<file path="config.mk">
export PLATFORM = sky130hd
export DESIGN_NAME = imm_gen_buf
export DESIGN_NICKNAME = d
export VERILOG_FILES = /design/src/rtl/imm_gen_buf.sv
export SDC_FILE = /design/constraint.sdc
export NUM_CORES = 1
export LEC_CHECK = 0
export ABC_CLOCK_PERIOD_IN_PS = 3220
export CORE_MARGIN = 10
export CORE_UTILIZATION = 52
export CTS_CLUSTER_DIAMETER = 200
export DETAILED_ROUTE_END_ITERATION = 10
export PLACE_DENSITY = 0.91
export SKIP_CTS_REPAIR_TIMING = 1
export SLEW_MARGIN = 25
export SYNTH_ARGS = -nofsm -noshare
export SYNTH_HDL_FRONTEND = slang
export SYNTH_SLANG_ARGS = --single-unit
export TNS_END_PERCENT = 5
</file>
<file path="constraint.sdc">
create_clock -name clk -period 3.22 [get_ports clk]
set_input_delay 0.966 -clock clk [delete_from_list [all_inputs] [get_ports clk]]
set_output_delay 0.966 -clock clk [all_outputs]
set_load 0.05 [all_outputs]
</file>
<file path="src/rtl/imm_gen_buf.sv">
// imm_gen_buf: immediate extender feeding a registered 2-entry skid buffer with valid/ready and flush
module imm_gen_buf #(
  parameter int XLEN = 32
) (
  input  logic            clk,
  input  logic            rst,
  input  logic            flush,
  input  logic            in_valid,
  output logic            in_ready,
  input  logic [24:0]     in_instr,
  input  logic [2:0]      in_immsrc,
  output logic            out_valid,
  input  logic            out_ready,
  output logic [XLEN-1:0] out_imm,
  output logic            out_err
);
  if (XLEN != 32 && XLEN != 64) begin : g_bad_xlen
    $error("imm_gen_buf: XLEN must be 32 or 64");
  end
  // in_instr[n] carries instruction bit n+7
  logic signed [31:0] v;
  logic [5:0]         shamt;
  logic [XLEN-1:0]    imm_d;
  logic               err_d;
  logic               mv, kv;
  logic [XLEN-1:0]    k_imm;
  logic               k_err;
  logic               acc, pop;
  // Sign-extending formats built at 32 bits, widened by a signed cast
  always_comb begin
    v = '0;
    case (in_immsrc)
      3'd0: v = {{20{in_instr[24]}}, in_instr[24:13]};
      3'd1: v = {{20{in_instr[24]}}, in_instr[24:18], in_instr[4:0]};
      3'd2: v = {{20{in_instr[24]}}, in_instr[0], in_instr[23:18], in_instr[4:1], 1'b0};
      3'd3: v = {{12{in_instr[24]}}, in_instr[12:5], in_instr[13], in_instr[23:14], 1'b0};
      3'd4: v = {in_instr[24:5], 12'b0};
      default: v = '0;
    endcase
  end
  assign shamt = (XLEN == 64) ? in_instr[18:13] : {1'b0, in_instr[17:13]};
  assign imm_d = in_immsrc == 3'd5 ? XLEN'(in_instr[12:8]) :
                 in_immsrc == 3'd6 ? XLEN'(shamt) :
                 XLEN'(v);
  assign err_d = &in_immsrc;
  assign in_ready  = ~kv;
  assign out_valid = mv;
  assign acc = in_valid & in_ready;
  assign pop = mv & out_ready;
  // M drives the outputs, K catches the entry that arrives while M is stalled
  always_ff @(posedge clk or posedge rst) begin
    if (rst) begin
      mv      <= 1'b0;
      kv      <= 1'b0;
      out_imm <= '0;
      out_err <= 1'b0;
      k_imm   <= '0;
      k_err   <= 1'b0;
    end else if (flush) begin
      mv <= 1'b0;
      kv <= 1'b0;
    end else if (pop & kv) begin
      out_imm <= k_imm;
      out_err <= k_err;
      kv      <= 1'b0;
    end else if (acc & (~mv | pop)) begin
      out_imm <= imm_d;
      out_err <= err_d;
      mv      <= 1'b1;
    end else if (acc) begin
      k_imm <= imm_d;
      k_err <= err_d;
      kv    <= 1'b1;
    end else if (pop) begin
      mv <= 1'b0;
    end
  end
endmodule

</file>
==> impl_metrics.prom, run 1 <==
# TYPE chip_impl_metric gauge
chip_impl_metric{name="fmaxAchievable",unit="MHz"} 370
chip_impl_metric{name="power_report.internal_total",unit="mW"} 1.61
chip_impl_metric{name="syn_to_final_growth",unit="%"} 25.1
chip_impl_metric{name="cts_max_level",unit=""} 3
chip_impl_metric{name="yosysTopAreaCellShare",unit=""} 0.499
chip_impl_metric{name="first_iter_violations",unit=""} 218
chip_impl_metric{name="critical_path_required",unit="ps"} 2250
chip_impl_metric{name="power_switching",unit="mW"} 0.943
chip_impl_metric{name="placementRows",unit=""} 29
chip_impl_metric{name="clockBufferDepth",unit=""} 2
chip_impl_metric{name="die_area",unit="sq um"} 10200
chip_impl_metric{name="critical_path.max_stage_delay",unit="ps"} 810
chip_impl_info{name="cts_tree",value="done"} 1
chip_impl_metric{name="drt-vias-per-instance",unit=""} 5.71
chip_impl_metric{name="synth_seq_area_share",unit=""} 0.499
chip_impl_info{name="ys_dominant_reg_cell",value="sky130_fd_sc_hd__dfrtp_1"} 1
chip_impl_metric{name="num_io_pins",unit=""} 68
chip_impl_metric{name="power.density_cell_area",unit="nW/um^2"} 599
chip_impl_info{name="setup.worst_path.class",value="reg -> out"} 1
chip_impl_info{name="yosys-top-cells-count",value="sky130_fd_sc_hd__dfrtp_1, sky130_fd_sc_hd__nand2_1, sky130_fd_sc_hd__a21oi_1, sky130_fd_sc_hd__o21ai_0, sky130_fd_sc_hd__o21ai_1"} 1
chip_impl_metric{name="total_number_of_vias",unit=""} 2944
chip_impl_metric{name="p_seq_frac",unit=""} 0.437
chip_impl_metric{name="grt_pass1_vias",unit=""} 2940
chip_impl_info{name="min-delay-path-class",value="reg -> reg"} 1
chip_impl_metric{name="maximum_number_of_pins_on_one_net_before_global_route_repair",unit=""} 68
chip_impl_info{name="synth.area.top_cells",value="sky130_fd_sc_hd__dfrtp_1, sky130_fd_sc_hd__nand2_1, sky130_fd_sc_hd__a21oi_1"} 1
chip_impl_metric{name="clkSlewWorstSetupHoldPaths",unit="ps"} 70
chip_impl_metric{name="post-route-period-util",unit=""} 0.838
chip_impl_metric{name="synth_enable_flop_cells",unit=""} 0
chip_impl_metric{name="routed_wirelength",unit="um"} 9000
chip_impl_metric{name="drtAntennaViolNets",unit=""} 0
chip_impl_metric{name="crit_path_max_fanout",unit=""} 8
chip_impl_metric{name="post_synth_num_cell_types",unit=""} 36
chip_impl_metric{name="grt-ovfl-total",unit=""} 0
chip_impl_metric{name="antenna-diode-count",unit=""} 0
chip_impl_metric{name="initial_utilization",unit=""} 0.538
chip_impl_metric{name="grt_first_pass_wirelength",unit="um"} 14700
chip_impl_metric{name="worst_pin_slew",unit="ps"} 671
chip_impl_metric{name="grt_usage",unit=""} 0.178
chip_impl_metric{name="timing.setup.tns",unit="ps"} 0
chip_impl_metric{name="finalSetupViolCount",unit=""} 0
chip_impl_metric{name="clk_latency",unit="ps"} 350
chip_impl_info{name="cp-start-kind",value="flop"} 1
chip_impl_metric{name="nNetsFinal",unit=""} 469
chip_impl_metric{name="finalHoldViolCount",unit=""} 0
chip_impl_metric{name="cts_made_buffers",unit=""} 9
chip_impl_metric{name="power.ir.vdd_worst",unit="mV"} 0.398
chip_impl_info{name="critPathCaptureType",value="output port"} 1
chip_impl_info{name="count_leader_synth",value="sky130_fd_sc_hd__dfrtp_1"} 1
chip_impl_metric{name="syn_inst",unit=""} 378
chip_impl_metric{name="switching_share_of_power",unit=""} 0.369
chip_impl_metric{name="port-buffer-count",unit=""} 67
chip_impl_metric{name="slew_violations",unit=""} 0
chip_impl_info{name="cp_slowest_cell",value="sky130_fd_sc_hd__clkdlybuf4s50_1"} 1
chip_impl_metric{name="clock-sinks",unit=""} 68
chip_impl_metric{name="clock_power_share",unit=""} 0.235
chip_impl_info{name="cts-root-buf",value="sky130_fd_sc_hd__clkbuf_8"} 1
chip_impl_info{name="outcome",value="finished clean"} 1
chip_impl_metric{name="postSynthAreaPerCell",unit="sq um"} 9.03
chip_impl_metric{name="drv_cap",unit=""} 0
chip_impl_info{name="synth_area_leader_cell",value="sky130_fd_sc_hd__dfrtp_1"} 1
chip_impl_metric{name="yosysWarningCount",unit=""} 0
chip_impl_metric{name="synthesis.nets",unit=""} 411
chip_impl_info{name="rsz0062_at_grt",value="no"} 1
chip_impl_metric{name="coreArea",unit="sq um"} 6350
chip_impl_metric{name="gpl.final_weighted_congestion",unit=""} 0.831
chip_impl_metric{name="mappedNetlistArea",unit="sq um"} 3410
chip_impl_metric{name="min_period",unit="ps"} 2700
chip_impl_metric{name="leakage",unit="nW"} 1.80
chip_impl_metric{name="critical_path_arrival",unit="ps"} 1730
chip_impl_metric{name="num-fill-cells",unit=""} 478
chip_impl_metric{name="comb_power_share",unit=""} 0.329
chip_impl_info{name="path_cells",value="inv_1, clkdlybuf4s50_1"} 1
chip_impl_metric{name="fp.dieW",unit="um"} 101
chip_impl_metric{name="detail_route.first_pass.iterations",unit=""} 5
chip_impl_metric{name="dpl.hpwl",unit="um"} 6460
chip_impl_metric{name="final_core_utilization",unit=""} 0.672
chip_impl_metric{name="final.hold.worst_slack",unit="ps"} 483
chip_impl_metric{name="clock_skew",unit="ps"} 7.90
chip_impl_metric{name="routedWlPerCell",unit="um"} 17.4
chip_impl_metric{name="ys_ff_latch",unit=""} 68
chip_impl_metric{name="drive_above_1_share",unit=""} 0.114
chip_impl_metric{name="chipHeight",unit="um"} 101
chip_impl_metric{name="antenna_found_initial",unit=""} 0
chip_impl_metric{name="relSlewSlack",unit=""} 0.552
chip_impl_metric{name="drc",unit=""} 0
chip_impl_metric{name="asyncSetResetFlopFracSynth",unit=""} 1.00
registers in the layout (all words and copies together) (netlist names):
name	flops
out_err	1
k_err	1
out_imm	32
out_valid	1
k_imm	32
kv	1
metal layers:
metal | share of wire | track usage | routed length, um
met4 | 0.018 | 0.0697 | 160
met3 | 0.089 | 0.0686 | 799
met2 | 0.48 | 0.281 | 4360
met5 | 0 | 0 | 0
met1 | 0.41 | 0.214 | 3690
worst max-delay path: cells and delay by family, from the launching register on:
| kind | cells | cell delay (ps) |
|---|---|---|
| buffers and inverters | 2 | 920 |
| DFF | 1 | 460 |
power groups by stage:
stage                     Sequential, mW  Combinational, mW  Clock, mW
after floorplan                     1.40              0.260          0
after global placement              1.12              0.820          0
after detailed placement            1.13              0.845          0
after CTS                           1.12              0.848      0.602
after global routing                1.13              0.901      0.641
final                               1.12              0.840      0.600
cell type report:
type | instances | area, sq um | share of cell area
Multi-Input combinational cell | 273 | 1530 | 0.359
Clock inverter | 3 | 15.0 | 0.00352
Clock buffer | 11 | 141 | 0.0331
Inverter | 4 | 15.0 | 0.00352
Timing Repair Buffer | 80 | 768 | 0.180
Tap cell | 77 | 96.3 | 0.0226
Sequential cell | 68 | 1700 | 0.399
layout by cell type (no fill, tap or decap), types with 2 or more instances in the layout:
| cell | count |
|---|---|
| sky130_fd_sc_hd__a21oi_1 | 37 |
| sky130_fd_sc_hd__a22oi_1 | 4 |
| sky130_fd_sc_hd__buf_4 | 13 |
| sky130_fd_sc_hd__clkbuf_8 | 10 |
| sky130_fd_sc_hd__clkdlybuf4s50_1 | 67 |
| sky130_fd_sc_hd__clkinv_2 | 3 |
| sky130_fd_sc_hd__dfrtp_1 | 68 |
| sky130_fd_sc_hd__inv_1 | 3 |
| sky130_fd_sc_hd__mux2_2 | 15 |
| sky130_fd_sc_hd__mux2i_1 | 5 |
| sky130_fd_sc_hd__nand2_1 | 67 |
| sky130_fd_sc_hd__nand2b_1 | 9 |
| sky130_fd_sc_hd__nand3_1 | 23 |
| sky130_fd_sc_hd__nand3b_1 | 8 |
| sky130_fd_sc_hd__nor2_1 | 19 |
| sky130_fd_sc_hd__nor2b_1 | 3 |
| sky130_fd_sc_hd__o211ai_1 | 13 |
| sky130_fd_sc_hd__o21ai_0 | 26 |
| sky130_fd_sc_hd__o21ai_1 | 26 |
| sky130_fd_sc_hd__or3_1 | 2 |
final timing paths:
check                         endpoint         from  cells after the start  slack (ps)
setup reg to reg            out_imm[3]           kv                      4        1260
setup / recovery              in_ready           kv                      2         520
min in group asynchronous    out_valid          rst                      2        1030
hold / removal             out_imm[10]  out_imm[10]                      2         480
max in group asynchronous     k_imm[0]          rst                      3        1470
hold reg to reg            out_imm[10]  out_imm[10]                      2         480
metrics by stage:
step | total power, mW | worst slack, ps | area, sq um | cells
global placement | 1.94 | 401 | 4110 | 502
detailed placement | 1.97 | 285 | 4110 | 502
global route | 2.67 | 493 | 4270 | 516
CTS | 2.57 | 523 | 4270 | 516
floorplan | 1.66 | 542 | 3410 | 378
finish | 2.56 | 520 | 4270 | 516
cells by family (layout without fill, tap and decap cells):
kind of cell / Yosys count / count (layout) / synth area share
muxes: 20 / 20 / 0.0641
AOI/OAI and AO/OA: 114 / 114 / 0.189
DFF: 68 / 68 / 0.499
xor gates and xnor gates: 1 / 1 / 0.00477
buffers and inverters: 37 / 98 / 0.0546
and+or+nand+nor: 138 / 138 / 0.189
Note: power is estimated with default switching activity, not from simulation.
==> run 2: changes to the inputs <==
--- a/config.mk
+++ b/config.mk
@@ -5,7 +5,7 @@
 export SDC_FILE = /design/constraint.sdc
 export NUM_CORES = 1
 export LEC_CHECK = 0
-export ABC_CLOCK_PERIOD_IN_PS = 3220
+export ABC_CLOCK_PERIOD_IN_PS = 2600
 export CORE_MARGIN = 10
 export CORE_UTILIZATION = 52
 export CTS_CLUSTER_DIAMETER = 200
==> constraint.sdc (replaced) <==
create_clock -name clk -period 2.6 [get_ports clk]
set_input_delay 0.78 -clock clk [delete_from_list [all_inputs] [get_ports clk]]
set_output_delay 0.78 -clock clk [all_outputs]
set_load 0.05 [all_outputs]
==> run 2 against run 1 <==
- clock skew about the same
- non-clock buffer count increased by 3
- largest cell class unchanged
- cell area up 2.0%
- sequential share of layout area is 0.78 points lower
==> impl_metrics.prom, run 2 (synthesized netlist as in run 1, its figures left out) <==
# TYPE chip_impl_metric gauge
chip_impl_metric{name="final.hold.worst_slack",unit="ps"} 481
chip_impl_metric{name="antenna-diode-count",unit=""} 0
chip_impl_metric{name="grt-ovfl-total",unit=""} 0
chip_impl_metric{name="clockBufferDepth",unit=""} 2
chip_impl_metric{name="finalHoldViolCount",unit=""} 0
chip_impl_metric{name="maximum_number_of_pins_on_one_net_before_global_route_repair",unit=""} 68
chip_impl_metric{name="coreArea",unit="sq um"} 6350
chip_impl_info{name="cp-start-kind",value="flop"} 1
chip_impl_info{name="most-common-layout-cells",value="sky130_fd_sc_hd__dfrtp_1, sky130_fd_sc_hd__nand2_1, sky130_fd_sc_hd__clkdlybuf4s50_1"} 1
chip_impl_info{name="min-delay-path-class",value="reg -> reg"} 1
chip_impl_info{name="path_cells",value="inv_1, clkdlybuf4s50_1"} 1
chip_impl_info{name="outcome",value="finished clean"} 1
chip_impl_metric{name="finalSetupViolCount",unit=""} 0
chip_impl_metric{name="cts_made_buffers",unit=""} 9
chip_impl_metric{name="drv_cap",unit=""} 0
chip_impl_info{name="largestRegisters",value="k_imm (32), out_imm (32)"} 1
chip_impl_info{name="critPathCaptureType",value="output port"} 1
chip_impl_metric{name="drive_above_1_share",unit=""} 0.120
chip_impl_metric{name="leakage",unit="nW"} 1.83
chip_impl_info{name="setup.worst_path.class",value="reg -> out"} 1
chip_impl_metric{name="clkSlewWorstSetupHoldPaths",unit="ps"} 70
chip_impl_metric{name="post-route-period-util",unit=""} 0.959
chip_impl_metric{name="slew_violations",unit=""} 0
chip_impl_metric{name="num_io_pins",unit=""} 68
chip_impl_metric{name="cts_max_level",unit=""} 3
chip_impl_metric{name="final_core_utilization",unit=""} 0.686
chip_impl_metric{name="antenna_found_initial",unit=""} 0
chip_impl_metric{name="port-buffer-count",unit=""} 67
chip_impl_metric{name="fp.dieW",unit="um"} 101
chip_impl_metric{name="placementRows",unit=""} 29
chip_impl_metric{name="grt_usage",unit=""} 0.180
chip_impl_metric{name="power.density_cell_area",unit="nW/um^2"} 726
chip_impl_metric{name="gpl.final_weighted_congestion",unit=""} 0.824
chip_impl_metric{name="initial_utilization",unit=""} 0.538
chip_impl_metric{name="critical_path_arrival",unit="ps"} 1710
chip_impl_metric{name="fmaxAchievable",unit="MHz"} 401
chip_impl_metric{name="dpl.hpwl",unit="um"} 6480
chip_impl_metric{name="critical_path_required",unit="ps"} 1820
chip_impl_metric{name="drc",unit=""} 0
chip_impl_metric{name="syn_to_final_growth",unit="%"} 27.6
chip_impl_metric{name="detail_route.first_pass.iterations",unit=""} 4
chip_impl_metric{name="worst_pin_slew",unit="ps"} 639
chip_impl_metric{name="min_period",unit="ps"} 2490
chip_impl_info{name="cp_slowest_cell",value="sky130_fd_sc_hd__clkdlybuf4s50_1"} 1
chip_impl_metric{name="crit_path_max_fanout",unit=""} 8
chip_impl_metric{name="clock_skew",unit="ps"} 7.76
chip_impl_info{name="final_common_cell",value="sky130_fd_sc_hd__dfrtp_1"} 1
chip_impl_metric{name="routed_wirelength",unit="um"} 8790
chip_impl_metric{name="nNetsFinal",unit=""} 472
chip_impl_metric{name="power.ir.vdd_worst",unit="mV"} 0.589
chip_impl_metric{name="relSlewSlack",unit=""} 0.572
chip_impl_metric{name="chipHeight",unit="um"} 101
chip_impl_metric{name="die_area",unit="sq um"} 10200
chip_impl_info{name="rsz0062_at_grt",value="no"} 1
chip_impl_info{name="cts-root-buf",value="sky130_fd_sc_hd__clkbuf_8"} 1
chip_impl_info{name="cts_tree",value="done"} 1
chip_impl_metric{name="grt_pass1_vias",unit=""} 3012
chip_impl_metric{name="routedWlPerCell",unit="um"} 16.9
chip_impl_metric{name="drtAntennaViolNets",unit=""} 0
chip_impl_metric{name="clk_latency",unit="ps"} 350
chip_impl_info{name="cpLargestDelayFamily",value="buffers and inverters"} 1
chip_impl_metric{name="drt-vias-per-instance",unit=""} 5.70
chip_impl_metric{name="critical_path.n_buffers_inverters",unit=""} 2
chip_impl_metric{name="critical_path.max_stage_delay",unit="ps"} 800
chip_impl_metric{name="first_iter_violations",unit=""} 275
chip_impl_metric{name="total_number_of_vias",unit=""} 2960
chip_impl_metric{name="clock-sinks",unit=""} 68
chip_impl_metric{name="grt_first_pass_wirelength",unit="um"} 14900
==> run 2: cell count changes in the layout (fill, tap and decap cells not counted) <==
cell / previous run / this run
sky130_fd_sc_hd__buf_4: 13 / 11
sky130_fd_sc_hd__buf_12: 0 / 5
==> run 2: final cells by class <==
class / instances / area (sq um)
Clock inverter: 3 / 15.0
Tap cell: 77 / 96.3
Clock buffer: 11 / 141
Timing Repair Buffer: 83 / 853
Inverter: 4 / 15.0
Multi-Input combinational cell: 273 / 1530
Fill cell: 486 / 2000
Sequential cell: 68 / 1700
==> run 2: worst reg2reg max path, cell delays in order, from the launching register on <==
cell and delay [ps]:
sky130_fd_sc_hd__dfrtp_1 450, sky130_fd_sc_hd__nand2b_1 190, sky130_fd_sc_hd__or4b_4 500, sky130_fd_sc_hd__buf_12 210
sky130_fd_sc_hd__o31ai_2 270
==> run 2: path summary, 6_finish.rpt <==
check	from	to	slack [ps]	depth (start not counted)
worst max-delay path	kv	in_ready	110	2
worst min-delay path	out_err	out_err	480	2
worst max register to register	kv	k_imm[11]	890	4
worst min register to register	out_err	out_err	480	2
max in group asynchronous	rst	k_imm[0]	1330	3
min in group asynchronous	rst	out_imm[9]	770	2
==> run 2: power by group <==
part           total [mW]  leakage (nW)  internal [mW]  switching [mW]
logic                1.05         0.865          0.387           0.661
registers            1.38         0.884           1.27           0.112
clock network       0.735        0.0848          0.356           0.379
==> run 2: per-stage QoR <==
stage          power (mW)  cells  cell area, sq um  TNS (ps)  worst slack (ps)
2_1_floorplan        2.06    378              3410         0               108
3_3_place_gp         2.41    505              4200         0              15.4
3_5_place_dp         2.45    505              4200      -463             -70.0
4_1_cts              3.18    519              4350         0              95.1
5_1_grt              3.32    519              4350         0              57.4
6_report             3.16    519              4350         0               108
==> run 2: routing by layer <==
| layer | part of all wire | vias up | global-route usage |
|---|---|---|---|
| met5 | 0 | - | 0 |
| met4 | 0.022 | 0 | 0.0793 |
| met3 | 0.079 | 16 | 0.0494 |
| met2 | 0.49 | 105 | 0.289 |
| met1 | 0.41 | 1409 | 0.221 |
| li1 | - | 1430 | - |
